### src/rtl/qif_neuron_array.sv
// Time-multiplexed quadratic integrate-and-fire neuron array: one shared datapath,
// per-neuron membrane/refractory state, valid/ready sample stream in, tagged results out.
module qif_neuron_array #(
  parameter int WIDTH       = 8,
  parameter int NUM_NEURONS = 4,
  parameter int SHIFT       = 5,
  parameter int V_PEAK      = 50,
  parameter int V_RESET     = -20,
  parameter int REFRAC      = 2,
  localparam int ID_W       = (NUM_NEURONS > 1) ? $clog2(NUM_NEURONS) : 1
) (
  input  logic                    clk,
  input  logic                    rst_n,
  input  logic                    clr,
  input  logic                    in_valid,
  output logic                    in_ready,
  input  logic [ID_W-1:0]         in_id,
  input  logic signed [WIDTH-1:0] I_syn,
  output logic                    out_valid,
  input  logic                    out_ready,
  output logic [ID_W-1:0]         out_id,
  output logic signed [WIDTH-1:0] V_mem,
  output logic                    spike
);

  localparam int RW = (REFRAC > 0) ? $clog2(REFRAC + 1) : 1;
  localparam int PW = 2 * WIDTH;
  localparam int SW = 2 * WIDTH + 2;

  localparam logic signed [WIDTH-1:0] V_RESET_W = WIDTH'(V_RESET);
  localparam logic signed [WIDTH-1:0] V_PEAK_W  = WIDTH'(V_PEAK);
  localparam logic signed [SW-1:0]    SAT_MAX   = SW'((2 ** (WIDTH - 1)) - 1);
  localparam logic signed [SW-1:0]    SAT_MIN   = SW'(-(2 ** (WIDTH - 1)));
  localparam logic signed [SW-1:0]    PEAK_S    = SW'(V_PEAK);
  localparam logic [RW-1:0]           REFRAC_W  = RW'(REFRAC);

  if ((V_RESET >= V_PEAK) || (V_PEAK > (2 ** (WIDTH - 1)) - 1) ||
      (V_RESET < -(2 ** (WIDTH - 1))) || (SHIFT >= 2 * WIDTH)) begin : g_param_err
    $error("qif_neuron_array: illegal parameter combination");
  end

  logic signed [WIDTH-1:0] v_q [NUM_NEURONS];
  logic signed [WIDTH-1:0] v_d [NUM_NEURONS];
  logic [RW-1:0]           r_q [NUM_NEURONS];
  logic [RW-1:0]           r_d [NUM_NEURONS];

  logic                    out_valid_q, out_valid_d;
  logic [ID_W-1:0]         out_id_q, out_id_d;
  logic signed [WIDTH-1:0] v_mem_q, v_mem_d;
  logic                    spike_q, spike_d;

  logic                    id_ok_s;
  logic                    accept_s;
  logic signed [WIDTH-1:0] v_cur_s;
  logic [RW-1:0]           r_cur_s;
  logic signed [PW-1:0]    v_ext_s;
  logic signed [PW-1:0]    sq_s;
  logic signed [SW-1:0]    sum_s;
  logic signed [SW-1:0]    sat_s;
  logic signed [WIDTH-1:0] res_v_s;
  logic                    res_spike_s;
  logic signed [WIDTH-1:0] next_v_s;
  logic [RW-1:0]           next_r_s;

  // Out-of-range ids are only possible when NUM_NEURONS is not a power of two.
  if ((1 << ID_W) == NUM_NEURONS) begin : g_id_full
    assign id_ok_s = 1'b1;
  end else begin : g_id_part
    assign id_ok_s = (32'(in_id) < 32'(NUM_NEURONS));
  end

  assign in_ready = ~clr & (~out_valid_q | out_ready);
  assign accept_s = in_valid & in_ready;

  // Select the addressed neuron's stored membrane and refractory state.
  always_comb begin
    v_cur_s = V_RESET_W;
    r_cur_s = {RW{1'b0}};
    for (int i = 0; i < NUM_NEURONS; i++) begin
      v_cur_s = (32'(in_id) == i) ? v_q[i] : v_cur_s;
      r_cur_s = (32'(in_id) == i) ? r_q[i] : r_cur_s;
    end
  end

  // Shared QIF update: V + V^2/2^SHIFT + I, widened so the sum never wraps, then clamped.
  always_comb begin
    v_ext_s = PW'(v_cur_s);
    sq_s    = (v_ext_s * v_ext_s) >>> SHIFT;
    sum_s   = SW'(v_cur_s) + SW'(sq_s) + SW'(I_syn);
    if (sum_s > SAT_MAX) begin
      sat_s = SAT_MAX;
    end else if (sum_s < SAT_MIN) begin
      sat_s = SAT_MIN;
    end else begin
      sat_s = sum_s;
    end

    if (r_cur_s != {RW{1'b0}}) begin
      res_v_s     = v_cur_s;
      res_spike_s = 1'b0;
      next_v_s    = v_cur_s;
      next_r_s    = r_cur_s - RW'(1);
    end else if (sat_s >= PEAK_S) begin
      res_v_s     = V_PEAK_W;
      res_spike_s = 1'b1;
      next_v_s    = V_RESET_W;
      next_r_s    = REFRAC_W;
    end else begin
      res_v_s     = sat_s[WIDTH-1:0];
      res_spike_s = 1'b0;
      next_v_s    = sat_s[WIDTH-1:0];
      next_r_s    = {RW{1'b0}};
    end
  end

  // Next state: clr wipes the array but leaves a pending result to drain.
  always_comb begin
    v_d         = v_q;
    r_d         = r_q;
    out_valid_d = out_valid_q;
    out_id_d    = out_id_q;
    v_mem_d     = v_mem_q;
    spike_d     = spike_q;

    if (clr) begin
      for (int i = 0; i < NUM_NEURONS; i++) begin
        v_d[i] = V_RESET_W;
        r_d[i] = {RW{1'b0}};
      end
    end else if (accept_s && id_ok_s) begin
      for (int i = 0; i < NUM_NEURONS; i++) begin
        v_d[i] = (32'(in_id) == i) ? next_v_s : v_q[i];
        r_d[i] = (32'(in_id) == i) ? next_r_s : r_q[i];
      end
    end else begin
      v_d = v_q;
      r_d = r_q;
    end

    if (accept_s && id_ok_s) begin
      out_valid_d = 1'b1;
      out_id_d    = in_id;
      v_mem_d     = res_v_s;
      spike_d     = res_spike_s;
    end else if (out_ready) begin
      out_valid_d = 1'b0;
    end else begin
      out_valid_d = out_valid_q;
    end
  end

  // State and output registers.
  always_ff @(posedge clk or negedge rst_n) begin
    if (!rst_n) begin
      for (int i = 0; i < NUM_NEURONS; i++) begin
        v_q[i] <= V_RESET_W;
        r_q[i] <= {RW{1'b0}};
      end
      out_valid_q <= 1'b0;
      out_id_q    <= {ID_W{1'b0}};
      v_mem_q     <= {WIDTH{1'b0}};
      spike_q     <= 1'b0;
    end else begin
      v_q         <= v_d;
      r_q         <= r_d;
      out_valid_q <= out_valid_d;
      out_id_q    <= out_id_d;
      v_mem_q     <= v_mem_d;
      spike_q     <= spike_d;
    end
  end

  assign out_valid = out_valid_q;
  assign out_id    = out_id_q;
  assign V_mem     = v_mem_q;
  assign spike     = spike_q;

endmodule

### config.mk
export PLATFORM = sky130hd
export DESIGN_NAME = qif_neuron_array
export DESIGN_NICKNAME = d
export VERILOG_FILES = /design/src/rtl/qif_neuron_array.sv
export SDC_FILE = /design/constraint.sdc
export NUM_CORES = 1
export LEC_CHECK = 0
export CORE_MARGIN = 2
export CORE_UTILIZATION = 55
export CTS_BUF_LIST = sky130_fd_sc_hd__clkbuf_4 sky130_fd_sc_hd__clkbuf_8
export CTS_CLUSTER_DIAMETER = 200
export DETAILED_ROUTE_END_ITERATION = 10
export HOLD_SLACK_MARGIN = 0.12
export MAX_ROUTING_LAYER = met4
export PLACE_DENSITY = 0.74
export SLEW_MARGIN = 20
export SYNTH_ARGS = -nofsm -noshare
export SYNTH_HDL_FRONTEND = slang
export SYNTH_SLANG_ARGS = --single-unit
### constraint.sdc
create_clock -name clk -period 12.2 [get_ports clk]
set_input_delay 1.83 -clock clk [delete_from_list [all_inputs] [get_ports clk]]
set_output_delay 1.83 -clock clk [all_outputs]
set_load 0.01 [all_outputs]
# Word level (Yosys, flattened, before mapping)
# Index checks and enable logic that the tools add are counted.
# word_totals
ff_bits,52
in_bits,15
out_inout_bits,13
elab_cells,71
# classes
add_sub_neg,3
mul,1
n_lt_le_gt_ge,3
eq_ne,3
muxes,32
n_bitwise,5
reduce_logical,12
# op_table
operator,n
2-to-1 mux 8 bit,14
2-to-1 mux 32 bit,2
2-to-1 mux 18 bit,2
2-to-1 mux 2 bit,10
greater-or-equal comparator 18 x 7 -> 1 bit (second input constant),1
multiplier 8 x 8 -> 16 bit,1
nonzero test 2 bit,7
adder 12 x 8 -> 13 bit,1
greater-than comparator 13 x 8 -> 1 bit (second input constant),1
less-than comparator 13 x 8 -> 1 bit (second input constant),1
adder 8 x 11 -> 12 bit,1
AND reduction 2 bit,4
== test 2 bit (second input constant),2
2-to-1 mux 1 bit,4
bitwise AND 1 bit,2
== test 2 x 1 -> 1 bit (second input constant),1
logical NOT 2 bit,1
inverter 1 bit,2
subtractor 2 x 1 -> 2 bit (second input constant),1
bitwise OR 1 bit,1

# Logic depth before layout (Yosys ltp)
# logic_depth
word_depth,17
mapped_depth,37
mapped_depth_nobuf,32

# Least setup slack after synthesis
# OpenSTA, ideal clock, no wires.
# synth_path
kind,input -> register
from,input port in_id[0]
to,"register v_mem_q[3], in the netlist V_mem[3]"
setup_ns,0.077
arrival_ns,10.526
t_required_ns,12.123
setup_slack_ns,1.597
stages,31
n_path_buf,3
path_cell_list,clkbuf_1 buf_2 mux4_2 clkbuf_1 and2_1 fa_1 inv_1 fa_1 fa_1 fa_1 inv_1 ha_1 or3_1 o31ai_1 o21bai_1 a21oi_1 xnor2_1 fa_1 ha_1 nand2_1 nor2_1 a221oi_1 a41o_1 inv_1 nor3_1 nand3_1 ha_1 or2_2 o41a_1 or4b_1 a21oi_1
# synth_between
elab_chain_len,14
word_cells_on_any_way,23
classes_between,add/sub (2); mul (1); order compare (3); eq/ne (3); mux (12); reduce/logical (2)
# synth_rtl
element,line,source
"start, declared",17,"input logic [ID_W-1:0] in_id,"
logical NOT 2 bit,"80, 81",
2-to-1 mux 8 bit (4 in series),80,v_cur_s = (32'(in_id) == i) ? v_q[i] : v_cur_s;
multiplier 8 x 8 -> 16 bit,88,sq_s = (v_ext_s * v_ext_s) >>> SHIFT;
adder 8 x 11 -> 12 bit,89,sum_s = SW'(v_cur_s) + SW'(sq_s) + SW'(I_syn);
adder 12 x 8 -> 13 bit,89,
less-than comparator 13 x 8 -> 1 bit,92,end else if (sum_s < SAT_MIN) begin
2-to-1 mux 18 bit,92,
2-to-1 mux 18 bit,90,if (sum_s > SAT_MAX) begin
greater-or-equal comparator 18 x 7 -> 1 bit,103,end else if (sat_s >= PEAK_S) begin
2-to-1 mux 8 bit,103,
2-to-1 mux 8 bit *,98,if (r_cur_s != {RW{1'b0}}) begin
"end signal, assigned",161,v_mem_q <= {WIDTH{1'b0}};
"end signal, assigned",168,v_mem_q <= v_mem_d;
"end, declared",49,"logic signed [WIDTH-1:0] v_mem_q, v_mem_d;"
# Every way passes the cells marked *; elsewhere a longest branch is shown, timed or not.
# A chain may end at the register's enable or synchronous reset.

# Final worst setup path
# layout_path
from,input port in_id[0]
to,register r_q[1] (netlist bit)
# layout_between
elab_chain_len,17
word_cells_on_any_way,29
classes_between,add/sub (3); mul (1); order compare (3); eq/ne (3); mux (15); reduce/logical (4)
# layout_rtl
element,line,source
logical NOT 2 bit,"80, 81",
2-to-1 mux 8 bit (4 in series),80,
multiplier 8 x 8 -> 16 bit,88,
adder 8 x 11 -> 12 bit,89,
adder 12 x 8 -> 13 bit,89,
less-than comparator 13 x 8 -> 1 bit,92,
2-to-1 mux 18 bit,92,
2-to-1 mux 18 bit,90,
greater-or-equal comparator 18 x 7 -> 1 bit,103,
2-to-1 mux 2 bit,103,
2-to-1 mux 2 bit,98,
2-to-1 mux 2 bit,133,r_d[i] = (32'(in_id) == i) ? next_r_s : r_q[i];
2-to-1 mux 8 bit,130,end else if (accept_s && id_ok_s) begin
2-to-1 mux 8 bit,125,if (clr) begin
"end signal, assigned by index",157,r_q[i] <= {RW{1'b0}};
"end signal, assigned",165,r_q <= r_d;
"end, declared",44,logic [RW-1:0] r_q [NUM_NEURONS];
# Parallel ways exist; a longest one is shown, timed or not. The select of a mux whose other input is x is not followed.

==> impl_metrics.tcl <==
set metrics [dict create \
    r2r_end "r_q[1]" \
    cts_tree "done" \
    fmax_ghz 0.0883 \
    reg2reg_depth 29 \
    clk_latency_ns 0.31 \
    synth_edf_count 0 \
    holdPathStages 2 \
    hold_end "out_id[1]" \
    rsz0062_at_grt "no" \
    max_stage_delay_ns 0.83 \
    nets 689 \
    diodes 0 \
    synth_fp_nets 677 \
    post_cts.repair.setup_buffers 0 \
    seq_area_sq_um 1330 \
    place_congestion 0.875 \
    antenna_found_initial 0 \
    seq_area_frac_synth 0.242 \
    slew_viol_final 0 \
    stdcell_count 715 \
    path_clk_slew_ns 0.10 \
    cts-htree-levels 2 \
    crit_slowest_cell "clkdlybuf4s50_1" \
    crit_path_end_kind "flip-flop" \
    setup_viol 0 \
    cts_sinks 52 \
    ctsHoldBuffers 0 \
    rows 36 \
    totalWireLength_um 12200 \
    worst_pin_slew_ns 0.688 \
    maxSlewHeadroom 0.540 \
    worst_setup_path_start_kind "input pin" \
    drive_gt1_frac 0.0979 \
    multi_input_area_sq_um 3740 \
    min_period_ns 11.33 \
    holdWs_ns 0.500 \
    critical_path_class "in2reg" \
    grt_pass1_wl_um 21200 \
    finalCritPeriodShare 0.929 \
    die_area_sq_um 10800 \
    cts_resized 0 \
    fin_skew_ns 0.0129 \
    regToRegSetupSlack_ns 3.01 \
    grt_pass1_vias 4333 \
    portBuffers 27 \
    min_from "out_id[1]" \
    dr.first_iter.drc_count 291 \
    yosys_warnings 0 \
    hold_violations 0 \
    fp.dieW_um 104 \
    ant_nets 0 \
    numCtsBuffers 5 \
    syn-instance-count 569 \
    initial_core_util 0.563 \
    tns_ns 0 \
    coreArea_sq_um 9730 \
    netlist_area_sq_um 5480 \
    dp_cells 707 \
    routedWlPerCell_um 17.0 \
    drv_cap 0 \
    first_pass_iters 5 \
    synth_flop_cell "dfrtp_1" \
    status "finished clean" \
    viasPerCell 5.92 \
    pin_count 28 \
    ys_seq_elements 52 \
    worstPathMaxFanout 42 \
    cts_root_buffer "clkbuf_8" \
    hpwlAfterDp_um 9420 \
    drc 0 \
    grt_usage 0.247 \
    synthDistinctLibCells 58 \
    globalRouteOverflowTotal 0 \
    fp.dieH_um 104 \
    clock_path_buffers 2 \
    area_delta_synth_final_pct 8.25 \
    grt_max_degree 53 \
    vias 4231 \
    nFillCells 852 \
    fin_util 0.609 \
    required_ns 12.36 \
    crit_arrival_ns 11.49 \
    hp-class "reg2reg" \
    regToRegStartpoint "v_q[7]" \
    syn_avg_cell_area_sq_um 9.62 \
    ys_async_sr_fraction 1.00 \
]
-- logic make-up after synthesis --
kind of cell / share of synthesized area
adder cells (fa/ha/maj): 0.284
multiplexers: 0.0505
AO/OA/AOI/OAI: 0.165
AND/OR/NAND/NOR: 0.141
XOR/XNOR: 0.0432
buffers and inverters: 0.0745
flip-flops: 0.242
-- cell type report --
cell class / instances / area share
Clock buffer: 5 / 0.0116
Clock inverter: 3 / 0.00443
Inverter: 76 / 0.0481
Multi-Input combinational cell: 412 / 0.631
Sequential cell: 52 / 0.224
Tap cell: 133 / 0.0281
Timing Repair Buffer: 34 / 0.0528
-- layer usage --
metal	track usage	vias up	wire length, um
li1	-	2000	-
met5	-	-	0
met2	0.395	121	5820
met1	0.347	2093	5560
met3	0.0239	17	608
met4	0.0512	0	170
-- registers in the layout, summed over array words and instances (netlist names) --
register / count
v_q: 32
V_mem: 8
r_q: 8
out_id: 2
out_valid: 1
spike: 1
-- synth_stat cells, types with 5 or more instances --
master,n,area [sq um]
a21o_1,6,45.0
buf_2,5,25.0
dfrtp_1,32,801
fa_1,52,1040
xor2_1,8,70.1
inv_1,76,285
nor2b_1,5,31.3
a32o_1,12,120
ha_1,41,513
mux4_2,10,225
and2_1,21,131
nand2b_1,11,68.8
nand2_1,33,124
xnor2_1,19,166
o21ai_0,7,35.0
a21oi_1,21,105
o31ai_1,6,45.0
dfstp_2,20,526
nand3_1,10,50.1
nor3_1,30,150
nor2_1,33,124
clkbuf_1,23,86.3
o211ai_1,5,37.5
a31oi_1,27,169
-- layout by cell type, fill, tap and decap left out, types with 3 or more instances in the layout --
cell type        count
or3_1                3
nor2b_1              5
o21bai_1             4
o211ai_1             5
and2_1              21
nor3_1              30
clkdlybuf4s50_1     25
a21o_1               6
a32o_1              12
ha_1                41
nand3_1             10
a211oi_1             3
nand2b_1            11
dfstp_2             20
mux4_2              10
o21ai_0              7
nor2_1              33
fa_1                52
clkbuf_8             5
inv_1               76
a21oi_1             21
o31ai_1              6
nand2_1             33
xnor2_1             19
mux2i_1              4
a311oi_1             4
dfrtp_1             32
buf_4                7
xor2_1               8
a31oi_1             27
o21a_1               4
-- through the flow --
step | cell area (sq um) | worst slack, ns
global route | 5930 | 0.160
floorplan | 5480 | 1.60
detailed placement | 5830 | 0.519
CTS | 5930 | 0.828
finish | 5930 | 0.869
global placement | 5840 | 0.798
-- worst max-delay path: cells and delay by family --
family | cells | cell delay, ns
AO/OA/AOI/OAI | 12 | 2.73
AND/OR/NAND/NOR | 7 | 1.21
buffers and inverters | 7 | 1.73
adder cells (fa/ha/maj) | 8 | 3.30
multiplexers | 1 | 0.66
-- worst max-delay path by stage --
stage,end,startpoint
after CTS,r_q[1],in_id[0]
after floorplan,V_mem[3],in_id[0]
after global routing,r_q[1],in_id[0]
after global placement,r_q[7],in_id[0]
after detailed placement,r_q[7],in_id[0]
final,r_q[1],in_id[0]
Power is not shown: default switching activity piles up to over one toggle a cycle in this logic, so the estimate is an artifact.
